File: src/rtl/kgp_alu_pkg.sv
// Shared encodings, widths and branch evaluation for the ALU execution unit.
package kgp_alu_pkg;

    localparam int DATA_W  = 32;
    localparam int SHAMT_W = 5;

    typedef enum logic [2:0] {
        OP_ADD   = 3'b000,
        OP_AND   = 3'b001,
        OP_XOR   = 3'b010,
        OP_COMP  = 3'b011,
        OP_SHIFT = 3'b100,
        OP_NOP   = 3'b111
    } op_e;

    typedef enum logic [2:0] {
        FL_BLTZ = 3'b000,
        FL_BZ   = 3'b001,
        FL_BNZ  = 3'b010,
        FL_BCY  = 3'b011,
        FL_BNCY = 3'b100,
        FL_NONE = 3'b111
    } flag_e;

    typedef enum logic [1:0] {
        S_IDLE,
        S_SHIFT,
        S_DONE
    } state_e;

    function automatic logic branch_eval(
        input logic [2:0]        f,
        input logic [DATA_W-1:0] a,
        input logic              cy
    );
        logic t;
        t = 1'b0;
        case (f)
            FL_BLTZ: t = a[DATA_W-1];
            FL_BZ:   t = (a == '0);
            FL_BNZ:  t = (a != '0);
            FL_BCY:  t = cy;
            FL_BNCY: t = ~cy;
            default: t = 1'b0;
        endcase
        return t;
    endfunction

endpackage

File: src/rtl/alu_shifter_seq.sv
// Iterative one-bit-per-clock shifter with load, step and count-zero status.
module alu_shifter_seq
    import kgp_alu_pkg::*;
(
    input  logic               clk,
    input  logic               reset,
    input  logic               load_i,
    input  logic               step_i,
    input  logic [DATA_W-1:0]  data_i,
    input  logic [SHAMT_W-1:0] amt_i,
    input  logic               is_log_i,
    input  logic               dir_i,
    output logic [DATA_W-1:0]  data_o,
    output logic               zero_o
);

    logic [DATA_W-1:0]  data_q;
    logic [SHAMT_W-1:0] cnt_q;
    logic               log_q;
    logic               dir_q;

    function automatic logic [DATA_W-1:0] shift1(
        input logic [DATA_W-1:0] d,
        input logic              lg,
        input logic              left
    );
        if (left)
            return {d[DATA_W-2:0], 1'b0};
        return {(lg ? 1'b0 : d[DATA_W-1]), d[DATA_W-1:1]};
    endfunction

    // The first bit moves on load so the last bit lands as the count hits zero.
    always_ff @(posedge clk or posedge reset) begin
        if (reset) begin
            data_q <= '0;
            cnt_q  <= '0;
            log_q  <= 1'b0;
            dir_q  <= 1'b0;
        end else if (load_i) begin
            log_q <= is_log_i;
            dir_q <= dir_i;
            if (amt_i == '0) begin
                data_q <= data_i;
                cnt_q  <= '0;
            end else begin
                data_q <= shift1(data_i, is_log_i, dir_i);
                cnt_q  <= amt_i - 1'b1;
            end
        end else if (step_i && cnt_q != '0) begin
            data_q <= shift1(data_q, log_q, dir_q);
            cnt_q  <= cnt_q - 1'b1;
        end
    end

    assign data_o = data_q;
    assign zero_o = (cnt_q == '0);

endmodule

File: src/rtl/alu_exec_unit.sv
// ALU execution unit: single-cycle arithmetic/logic ops, iterative shifts, branch flag.
module alu_exec_unit
    import kgp_alu_pkg::*;
(
    input  logic              clk,
    input  logic              reset,
    input  logic              start,
    input  logic [2:0]        opSwitch,
    input  logic [2:0]        flagSwitch,
    input  logic              isLog,
    input  logic              dir,
    input  logic [DATA_W-1:0] opA,
    input  logic [DATA_W-1:0] opB,
    output logic [DATA_W-1:0] result,
    output logic              carry,
    output logic              branch_taken,
    output logic              busy,
    output logic              done
);

    state_e            state_q;
    logic [2:0]        flag_q;
    logic [DATA_W-1:0] a_q;
    logic              cy_q;
    logic [DATA_W-1:0] result_q;
    logic              carry_q;
    logic              br_q;
    logic              done_q;

    logic [DATA_W:0]   sum;
    logic [DATA_W-1:0] alu_res;
    logic              accept;
    logic              is_shift;
    logic [DATA_W-1:0] sh_data;
    logic              sh_zero;

    assign accept   = start && (state_q == S_IDLE);
    assign is_shift = (opSwitch == OP_SHIFT) && (opB[SHAMT_W-1:0] != '0);

    always_comb begin
        sum     = {1'b0, opA} + {1'b0, opB};
        alu_res = '0;
        case (opSwitch)
            OP_ADD:   alu_res = sum[DATA_W-1:0];
            OP_AND:   alu_res = opA & opB;
            OP_XOR:   alu_res = opA ^ opB;
            OP_COMP:  alu_res = ~opB + 32'd1;
            OP_SHIFT: alu_res = opA;
            default:  alu_res = '0;
        endcase
    end

    alu_shifter_seq u_shifter (
        .clk      (clk),
        .reset    (reset),
        .load_i   (accept && is_shift),
        .step_i   (state_q == S_SHIFT),
        .data_i   (opA),
        .amt_i    (opB[SHAMT_W-1:0]),
        .is_log_i (isLog),
        .dir_i    (dir),
        .data_o   (sh_data),
        .zero_o   (sh_zero)
    );

    always_ff @(posedge clk or posedge reset) begin
        if (reset) begin
            state_q  <= S_IDLE;
            flag_q   <= 3'b111;
            a_q      <= '0;
            cy_q     <= 1'b0;
            result_q <= '0;
            carry_q  <= 1'b0;
            br_q     <= 1'b0;
            done_q   <= 1'b0;
        end else begin
            done_q <= 1'b0;
            unique case (state_q)
                S_IDLE: begin
                    if (start) begin
                        flag_q <= flagSwitch;
                        a_q    <= opA;
                        cy_q   <= carry_q;
                        if (is_shift) begin
                            state_q <= S_SHIFT;
                        end else begin
                            state_q  <= S_DONE;
                            done_q   <= 1'b1;
                            result_q <= alu_res;
                            br_q     <= branch_eval(flagSwitch, opA, carry_q);
                            if (opSwitch == OP_ADD)
                                carry_q <= sum[DATA_W];
                        end
                    end
                end
                S_SHIFT: begin
                    if (sh_zero) begin
                        state_q  <= S_DONE;
                        done_q   <= 1'b1;
                        result_q <= sh_data;
                        br_q     <= branch_eval(flag_q, a_q, cy_q);
                    end
                end
                S_DONE:  state_q <= S_IDLE;
                default: state_q <= S_IDLE;
            endcase
        end
    end

    assign result       = result_q;
    assign carry        = carry_q;
    assign branch_taken = br_q;
    assign busy         = (state_q != S_IDLE);
    assign done         = done_q;

endmodule
File: config.mk
export PLATFORM = sky130hd
export DESIGN_NAME = alu_exec_unit
export DESIGN_NICKNAME = d
export VERILOG_FILES = /design/src/rtl/kgp_alu_pkg.sv /design/src/rtl/alu_shifter_seq.sv /design/src/rtl/alu_exec_unit.sv
export SDC_FILE = /design/constraint.sdc
export NUM_CORES = 1
export LEC_CHECK = 0
export CAP_MARGIN = 20
export CORE_MARGIN = 4
export CORE_UTILIZATION = 45
export CTS_CLUSTER_DIAMETER = 30
export CTS_CLUSTER_SIZE = 30
export DETAILED_ROUTE_END_ITERATION = 10
export PLACE_DENSITY_LB_ADDON = 0.12
export SETUP_SLACK_MARGIN = 0.02
export SYNTH_ARGS = -nofsm -noshare
export SYNTH_HDL_FRONTEND = slang
export SYNTH_HIERARCHICAL = 1
export SYNTH_SLANG_ARGS = --single-unit
File: constraint.sdc
create_clock -name clk -period 2.96 [get_ports clk]
set_input_delay 0.592 -clock clk [delete_from_list [all_inputs] [get_ports clk]]
set_output_delay 0.592 -clock clk [all_outputs]
set_load 0.01 [all_outputs]
==> results of run 1 <==
==> flip-flops by register name (all words and copies together), names as in the netlist <==
name / count
u_shifter/data_o: 32
cy_q: 1
branch_taken: 1
done: 1
flag_q: 3
carry: 1
state_q: 2
a_q: 32
u_shifter/log_q: 1
u_shifter/cnt_q: 5
u_shifter/dir_q: 1
result: 32
==> placed cells by master (no fill, tap or decap), types with 9 or more instances in the layout <==
| master | instances |
|---|---|
| o21ai_0 | 51 |
| nor2_1 | 64 |
| o211ai_1 | 11 |
| a21oi_1 | 72 |
| clkdlybuf4s50_1 | 85 |
| o21ai_1 | 10 |
| mux2i_1 | 39 |
| nor3_1 | 13 |
| a221oi_1 | 12 |
| nand2_1 | 189 |
| nand3_1 | 16 |
| and3_1 | 11 |
| a211oi_1 | 16 |
| o221ai_1 | 36 |
| nor4_1 | 21 |
| xor2_1 | 18 |
| inv_1 | 31 |
| clkbuf_16 | 9 |
| dlymetal6s2s_1 | 14 |
| nand4_1 | 39 |
| buf_4 | 221 |
| mux2_2 | 62 |
| a21o_1 | 10 |
| ha_1 | 26 |
| xnor2_1 | 28 |
| dfrtp_1 | 109 |
| a22oi_1 | 24 |
==> cells by family after synthesis <==
family | share of synthesized area
DFF | 0.2921
AOI/OAI and AO/OA | 0.2395
xor gates and xnor gates | 0.04285
muxes | 0.1133
buffers and inverters | 0.05627
and+or+nand+nor | 0.2070
adders and majority gates | 0.04897
==> repair_timing <==
| action | 4_1_cts | 5_1_grt |
|---|---|---|
| gates cloned | 0 | 0 |
| setup buffers | 1 | 1 |
| pin swaps | 15 | 25 |
| resized for setup | 48 | 57 |
| setup endpoints to repair | 26 | 22 |
==> area by class of cell <==
cell class	count	area [um^2]	share of cell area
Clock buffer	10	229.0	0.01740
Clock inverter	6	62.56	0.004755
Inverter	36	136.4	0.01037
Multi-Input combinational cell	934	6625	0.5035
Sequential cell	112	2806	0.2133
Tap cell	275	344.1	0.02615
Timing Repair Buffer	341	2954	0.2245
==> worst paths after layout <==
| kind | startpoint | slack [ns] | cells after the start | end |
|---|---|---|---|---|
| hold reg to reg | flag_q[2] | 0.48 | 2 | flag_q[2] |
| max in group asynchronous | reset | 1.80 | 3 | flag_q[2] |
| hold / removal | reset | 0.47 | 2 | a_q[1] |
| setup reg to reg | u_shifter/cnt_q[0] | 0.40 | 11 | result[14] |
| min in group clk | flag_q[2] | 0.48 | 2 | flag_q[2] |
| setup / recovery | opB[3] | 0.10 | 12 | result[11] |
==> per-stage QoR <==
stage	setup TNS (ns)	power, uW	util	instances	worst slack, ns
finish	0	7640	0.6259	1714	0.1043
global route	0	8078	0.6259	1714	0.01788
CTS	-0.01465	7532	0.6151	1713	-0.01267
detailed placement	-25.38	6217	0.5936	1696	-0.7821
global placement	-24.80	6137	0.5936	1696	-0.7578
floorplan	0	4569	-	1172	0.02314
==> metal layers <==
layer	wire length (um)	track usage	up-vias
met5	8	0	-
met2	16360	0.4478	502
met3	3550	0.04982	44
li1	-	-	4918
met4	666	0.07611	2
met1	17720	0.4828	5179
==> power by group through the flow <==
stage / combinational (uW) / sequential, uW / clock, uW
after floorplan: 1930 / 2640 / 0
after global placement: 3380 / 2760 / 0
after detailed placement: 3440 / 2780 / 0
after CTS: 3480 / 2760 / 1290
after global routing: 3860 / 2860 / 1360
final: 3560 / 2790 / 1280
==> impl_metrics.ini, run 1 <==
[floorplan]
chipHeight_um = 154.1
dieArea_um2 = 23750
initial_core_util = 0.4570
core.rowCount = 53
core_um2 = 21020
die_w_um = 154.1
ioPinCount = 111

[synth]
synth_area_per_cell_um2 = 8.197
synth_area_um2 = 9607
syn_inst = 1172
yosysUniqueCellTypes = 80
synth_flop_cell = dfrtp_1
yosysTopAreaCell = dfrtp_1
synthTopCellsByArea = dfrtp_1 28%, nand2_1 7.4%, mux2_2 7.3%
synth_edf_count = 0
ys_warn_count = 6
mappedNetlistNets = 1284
ys_async_sr_fraction = 1.000
synth.top_cell.area_share = 0.2839
synthMostInstantiatedCell = nand2_1
synth_seq_area_share = 0.2921
synth_seq_cells = 112
synth_common_cells = 190 x nand2_1, 109 x dfrtp_1, 79 x a21oi_1

[layout]
insertedDiodeCount = 0
n_fill_cell = 1900
fin_area_um2 = 13160
fin_nets = 1546
area_delta_synth_final_pct = 36.96
drive_gt1_frac = 0.2696

[sta]
holdWs_ns = 0.4730
skew_ns = 0.01937
relSlewSlack = 0.6053
grt_setup_unrepaired = yes
fin_crit_sh = 0.9647
slew_violations = 0
hold_violations = 0
period_minus_slack_ns = 2.856
worst_slew_pin_slew_ns = 0.5903
finalSetupViolCount = 0
fmax_mhz = 350.2

[placement]
gp_congestion = 0.9702
io_buffers = 110
hpwl_um = 29080
placedInstanceArea_um2 = 12480

[drt]
routedWlPerCell_um = 22.35
drtPass1Iterations = 8
vias = 10650
drc = 0
wl_um = 38310
drt_iter0_drc = 1123
detail-route-antenna-nets = 0
vias_per_cell = 6.211

[worst_setup_path]
worstPathArrival_ns = 3.13
crit_top_cell = buf_4
critPathSlowestCell = clkdlybuf4s50_1
critPathMaxFanout = 8
crit_path_cell_trace = clkdlybuf4s50_1, buf_4, nor4_4, buf_4, nand3_4, buf_4, xor2_1, a222oi_1, o21ai_0, a221oi_1, buf_4, nor2_1
end_kind = register
crit_buf_inv = 5
cpPeakStageDelay_ns = 0.44
required_ns = 3.23
start_kind = input pin
critPathKind = input pin to register
cpLargestDelayFamily = buffers and inverters

[min_path]
hp-class = input pin to async pin

[status]
status = complete, no violations

[power]
irDropWorstVdd_mv = 0.3862
seq_power_share = 0.366
p_leak_uw = 0.005931
switching_share = 0.4076
switching_power_uw = 3114
p_clk_frac = 0.168
p_int_uw = 4526
powerDensity_nw_per_um2 = 580.7
pwr-share-comb = 0.466

[grt]
grtUsageTotal = 0.3108
grt_pass1_vias = 10030
grt_pass1_wl_um = 58420
antenna_found_initial = 1
grt_overflow = 0
grt_max_degree = 42

[job]
maxCapViolCount = 0

[clock_network]
cts_root_buf = clkbuf_16
cts_htree_levels = 3
cts_tree = built
clk_latency_ns = 0.37
max-clock-path-buffers = 2
clkTransAtPathRegs_ns = 0.09
cts_buffers = 9
clock_sinks = 112
hold_buffers = 0
Power figures use the tool's default switching activity.
==> run 2, diff against run 1 <==
CORE_MARGIN = 1   (was 4)
==> run 2 against run 1 <==
Effect of this change: the flow now finishes with violations (design-rule violations); via count is 0.75% lower; clock skew fell by 0.00099 ns; design area is 0.49% higher; non-clock buffer count rose by 11; first-iteration DRC count rose by 1.5%; clock power about the same; critical path depth shrank 3; clock-buffer cell count did not move; cell count is 0.64% higher; sequential share of layout area is 0.11 points lower; largest cell class unchanged.
==> impl_metrics.ini, run 2 (synthesized netlist as in run 1, its figures left out) <==
[status]
status = complete, but fails checks
violations = design-rule violations

[clock_network]
cts_htree_levels = 3
hold_buffers = 0
cts_tree = built
clock_sinks = 112
cts_buffers = 9
clk_latency_ns = 0.38
clkTransAtPathRegs_ns = 0.08
max-clock-path-buffers = 2
cts_root_buf = clkbuf_16

[worst_setup_path]
start_kind = input pin
cpPeakStageDelay_ns = 0.54
crit_buf_inv = 2
cpLargestDelayFamily = simple AND/OR/NAND/NOR gates
worstPathArrival_ns = 3.20
end_kind = register
required_ns = 3.26
critPathSlowestCell = or4_4
crit_path_cell_trace = dlygate4sd2_1, or4_4, or3_4, nor4_4, buf_4, or3b_1, xor2_1, a21oi_2, a21oi_1
critPathMaxFanout = 5
critPathKind = input pin to register

[floorplan]
initial_core_util = 0.4584
die_w_um = 148.1
core_um2 = 20960
dieArea_um2 = 21940
core.rowCount = 53
ioPinCount = 111
chipHeight_um = 148.1

[job]
maxCapViolCount = 0

[sta]
skew_ns = 0.01838
grt_setup_unrepaired = yes
fmax_mhz = 345.1
fin_ws_ns = 0.06218
worst_slew_pin_slew_ns = 0.7579
period_minus_slack_ns = 2.898
hold_violations = 0
finalSetupViolCount = 0
relSlewSlack = 0.4947
holdWs_ns = 0.4766
slew_violations = 0
fin_crit_sh = 0.9790

[drt]
vias = 10570
drc = 1
drtPass1Iterations = 8
wl_um = 37550
drt_iter0_drc = 1140
routedWlPerCell_um = 21.77
vias_per_cell = 6.125
detail-route-antenna-nets = 0

[placement]
post-place-ws_ns = -1.027
io_buffers = 110
hpwl_um = 28610
gp_congestion = 0.9592

[power]
switching_share = 0.4030
powerDensity_nw_per_um2 = 576.5
p_int_uw = 4550
p_leak_uw = 0.005931
p_clk_frac = 0.167
switching_power_uw = 3072
pwr-share-comb = 0.465
seq_power_share = 0.368
irDropWorstVdd_mv = 0.3285

[layout]
area_delta_synth_final_pct = 37.64
n_fill_cell = 1883
fin_nets = 1557
mostFrequentLayoutCell = buf_4
drive_gt1_frac = 0.2738
multi_input_area_um2 = 6629
final_util = 0.6310
seq_area_um2 = 2806
final_cell_mix = 233 x buf_4, 190 x nand2_1, 109 x dfrtp_1
insertedDiodeCount = 0

[grt]
grt_pass1_vias = 10040
grt_pass1_wl_um = 58100
grt_max_degree = 54
grt_overflow = 0
grtUsageTotal = 0.3460
antenna_found_initial = 0

[min_path]
hp-class = register to register
==> run 2: cell count changes in the layout (fill, tap and decap cells not counted), sizes merged <==
cell | previous run | this run
buf | 231 | 242
clkbuf | 13 | 12
clkdlybuf4s15 | 1 | 2
clkdlybuf4s50 | 85 | 88
dlygate4sd2 | 7 | 11
dlymetal6s2s | 14 | 7
==> run 2: worst paths after layout <==
kind / cells past startpoint / slack, ns / endpoint / start
setup / recovery: 9 / 0.06 / result[31] / opB[12]
hold / removal: 2 / 0.48 / flag_q[2] / flag_q[2]
setup reg to reg: 11 / 0.43 / result[18] / u_shifter/cnt_q[0]
hold reg to reg: 2 / 0.48 / flag_q[2] / flag_q[2]
max in group asynchronous: 3 / 1.86 / u_shifter/data_o[20] / reset
min in group asynchronous: 3 / 0.69 / done / reset
==> run 2: power groups by stage <==
stage | registers [uW] | logic [uW] | clock network [uW]
floorplan | 2640 | 1930 | 0
global placement | 2790 | 3370 | 0
detailed placement | 2790 | 3420 | 0
CTS | 2780 | 3450 | 1280
global route | 2870 | 3850 | 1340
finish | 2810 | 3550 | 1270
==> run 2: worst min-delay path, delay by kind of cell, from the launching register on <==
family / cells / cell delay [ns]
flops: 1 / 0.38
simple gates: 2 / 0.10
==> run 2: layout make-up <==
| type | count | share of cell area |
|---|---|---|
| multi-input combinational | 934 | 0.5013 |
| clock inverter | 6 | 0.004731 |
| clock buffer | 10 | 0.01732 |
| timing repair buffer | 352 | 0.2280 |
| sequential | 112 | 0.2122 |
| tap | 275 | 0.02602 |
| inverter | 36 | 0.01031 |
==> run 2: what timing repair did <==
item,in CTS,in global routing
pin swaps,19,30
resized for setup,50,48
setup buffers,2,4
setup endpoints to repair,25,19
==> run 2: per-layer routing <==
layer	vias to the layer above	wire, um	track usage
met5	-	0	0
met4	0	444	0.07732
met3	31	3519	0.05675
met2	460	15960	0.4988
met1	5127	17630	0.5328
li1	4947	-	-
==> run 2: stage by stage <==
| step | setup TNS, ns | power [uW] | instances | area [um^2] |
|---|---|---|---|---|
| after CTS | 0 | 7514 | 1721 | 13000 |
| after global placement | -27.88 | 6162 | 1703 | 12530 |
| after detailed placement | -26.61 | 6209 | 1703 | 12530 |
| after global routing | 0 | 8059 | 1725 | 13220 |
| after floorplan | 0 | 4569 | 1172 | 9607 |
| final | 0 | 7622 | 1725 | 13220 |
==> run 3, diff against run 2 <==
REMOVE_ABC_BUFFERS = 1   (was not set)
==> run 3 against run 2 <==
Effect of this change: the flow now finishes without violations; critical path depth rose by 1; flip-flop and latch count stayed put; largest cell class unchanged; design area is 0.31% higher; sequential power down 1%; largest power group unchanged; power rose by 0.53%; worst setup slack improved by 0.0082 ns; clock-buffer cell count is the same; combinational power hardly changed; cell count increased by 0.81%; clock power up 3%.
==> impl_metrics.ini, run 3 (synthesized netlist as in run 1, its figures left out) <==
[layout]
area_delta_synth_final_pct = 38.07
drive_gt1_frac = 0.2753
final_cell_mix = 245 x buf_4, 188 x nand2_1, 109 x dfrtp_1
fin_nets = 1571
insertedDiodeCount = 0
mostFrequentLayoutCell = buf_4
final_util = 0.6330

[floorplan]
die_w_um = 148.1
chipHeight_um = 148.1
dieArea_um2 = 21940
ioPinCount = 111
core_um2 = 20960
core.rowCount = 53
initial_core_util = 0.4584

[sta]
relSlewSlack = 0.6318
finalSetupViolCount = 0
period_minus_slack_ns = 2.890
hold_violations = 0
fin_crit_sh = 0.9762
slew_violations = 0
grt_setup_unrepaired = yes
skew_ns = 0.01195
fmax_mhz = 346.1
worst_slew_pin_slew_ns = 0.5523
holdWs_ns = 0.4789

[worst_setup_path]
cpPeakStageDelay_ns = 0.53
cpLargestDelayFamily = simple AND/OR/NAND/NOR gates
critPathKind = input pin to register
end_kind = register
crit_buf_inv = 2
crit_path_cell_trace = clkbuf_2, buf_4, or4_4, or3_4, or2_4, xor2_1, a222oi_1, o21ai_1, a221oi_2, nor2_1
start_kind = input pin
rrSetupSlack_ns = 0.31
required_ns = 3.22
worstPathArrival_ns = 3.15
worstReg2RegEnd = result[24]
critPathMaxFanout = 5
critPathSlowestCell = or4_4
reg2reg_depth = 12
r2r-start = u_shifter/cnt_q[0]

[min_path]
whs_path_depth = 2
worst_hold_startpoint = flag_q[2]
holdPathEnd = flag_q[2]
hp-class = register to register

[power]
p_leak_uw = 0.005995
p_clk_frac = 0.171
powerDensity_nw_per_um2 = 577.7
switching_power_uw = 3079
pwr-share-comb = 0.467
irDropWorstVdd_mv = 0.3283
seq_power_share = 0.362
p_int_uw = 4584
switching_share = 0.4018

[drt]
drt_iter0_drc = 1278
drc = 0
drtPass1Iterations = 7
vias = 10740
routedWlPerCell_um = 21.19
wl_um = 36860
vias_per_cell = 6.173
detail-route-antenna-nets = 0

[grt]
grt_pass1_wl_um = 56770
grt_max_degree = 45
antenna_found_initial = 0
grt_pass1_vias = 9787
grt_overflow = 0
grtUsageTotal = 0.3367

[status]
status = complete, no violations

[clock_network]
hold_buffers = 0
clock_sinks = 112
max-clock-path-buffers = 2
clk_latency_ns = 0.37
cts_root_buf = clkbuf_16
clkTransAtPathRegs_ns = 0.09
cts_htree_levels = 3
cts_tree = built
cts_buffers = 9

[placement]
hpwl_um = 28230
gp_congestion = 0.9745
io_buffers = 110

[job]
maxCapViolCount = 0
==> run 3: changes by cell type in the layout (fill, tap and decap cells not counted), sizes merged <==
cell / previous run / this run
buf: 242 / 256
dlygate4sd2: 11 / 8
dlymetal6s2s: 7 / 10
clkbuf: 12 / 13
clkdlybuf4s15: 2 / 1
clkinv: 4 / 3
clkinvlp: 0 / 1
==> run 3: worst min-delay path, stage by stage, from the launching register on <==
cell,delay [ns]
dfstp_2,0.38
nand2_1,0.05
nand2_1,0.05
==> run 3: timing repair <==
item,in CTS,in global routing
setup endpoints to repair,22,22
pin swaps,20,29
resized for setup,38,53
setup buffers,3,3
==> run 3: through the flow <==
stage | setup WS (ns) | total power, uW | instance area, um^2 | TNS [ns] | cells
2_1_floorplan | -0.4862 | 4467 | 9201 | -15.75 | 1082
3_5_place_dp | -0.6709 | 6226 | 12620 | -14.71 | 1717
5_1_grt | -0.005946 | 8084 | 13260 | -0.008073 | 1739
3_3_place_gp | -0.5817 | 6166 | 12620 | -13.25 | 1717
6_report | 0.07042 | 7663 | 13260 | 0 | 1739
4_1_cts | 0.01658 | 7565 | 13050 | 0 | 1736
==> run 3: area by class of cell <==
class	count	area, um^2
fill	1920	7691
multi-input combinational	934	6544
timing repair buffer	366	3126
sequential	112	2806
tap	275	344.1
clock buffer	10	239.0
inverter	36	136.4
clock inverter	6	68.82
==> run 3: power groups by stage <==
stage	clock [uW]	sequential, uW	combinational [uW]
after floorplan	0	2690	1780
after global placement	0	2760	3410
after detailed placement	0	2760	3460
after CTS	1320	2750	3490
after global routing	1380	2840	3860
final	1310	2770	3580
==> run 3: how the worst max path moves through the flow <==
stage / start / endpoint / slack [ns] / cells past startpoint
finish: opB[11] / result[17] / 0.07 / 10
global route: opB[11] / result[29] / -0.006 / 11
detailed placement: opB[0] / result[30] / -0.67 / 13
global placement: opA[0] / result[30] / -0.58 / 13
floorplan: u_shifter/cnt_q[0] / result[24] / -0.49 / 10
CTS: opA[2] / result[30] / 0.02 / 12
==> run 3: metal layers <==
layer	wire, um	vias up	GRT usage
li1	-	4948	-
met1	17430	5221	0.5231
met2	15730	521	0.4918
met3	3120	45	0.04908
met4	573	0	0.06134
met5	0	-	0
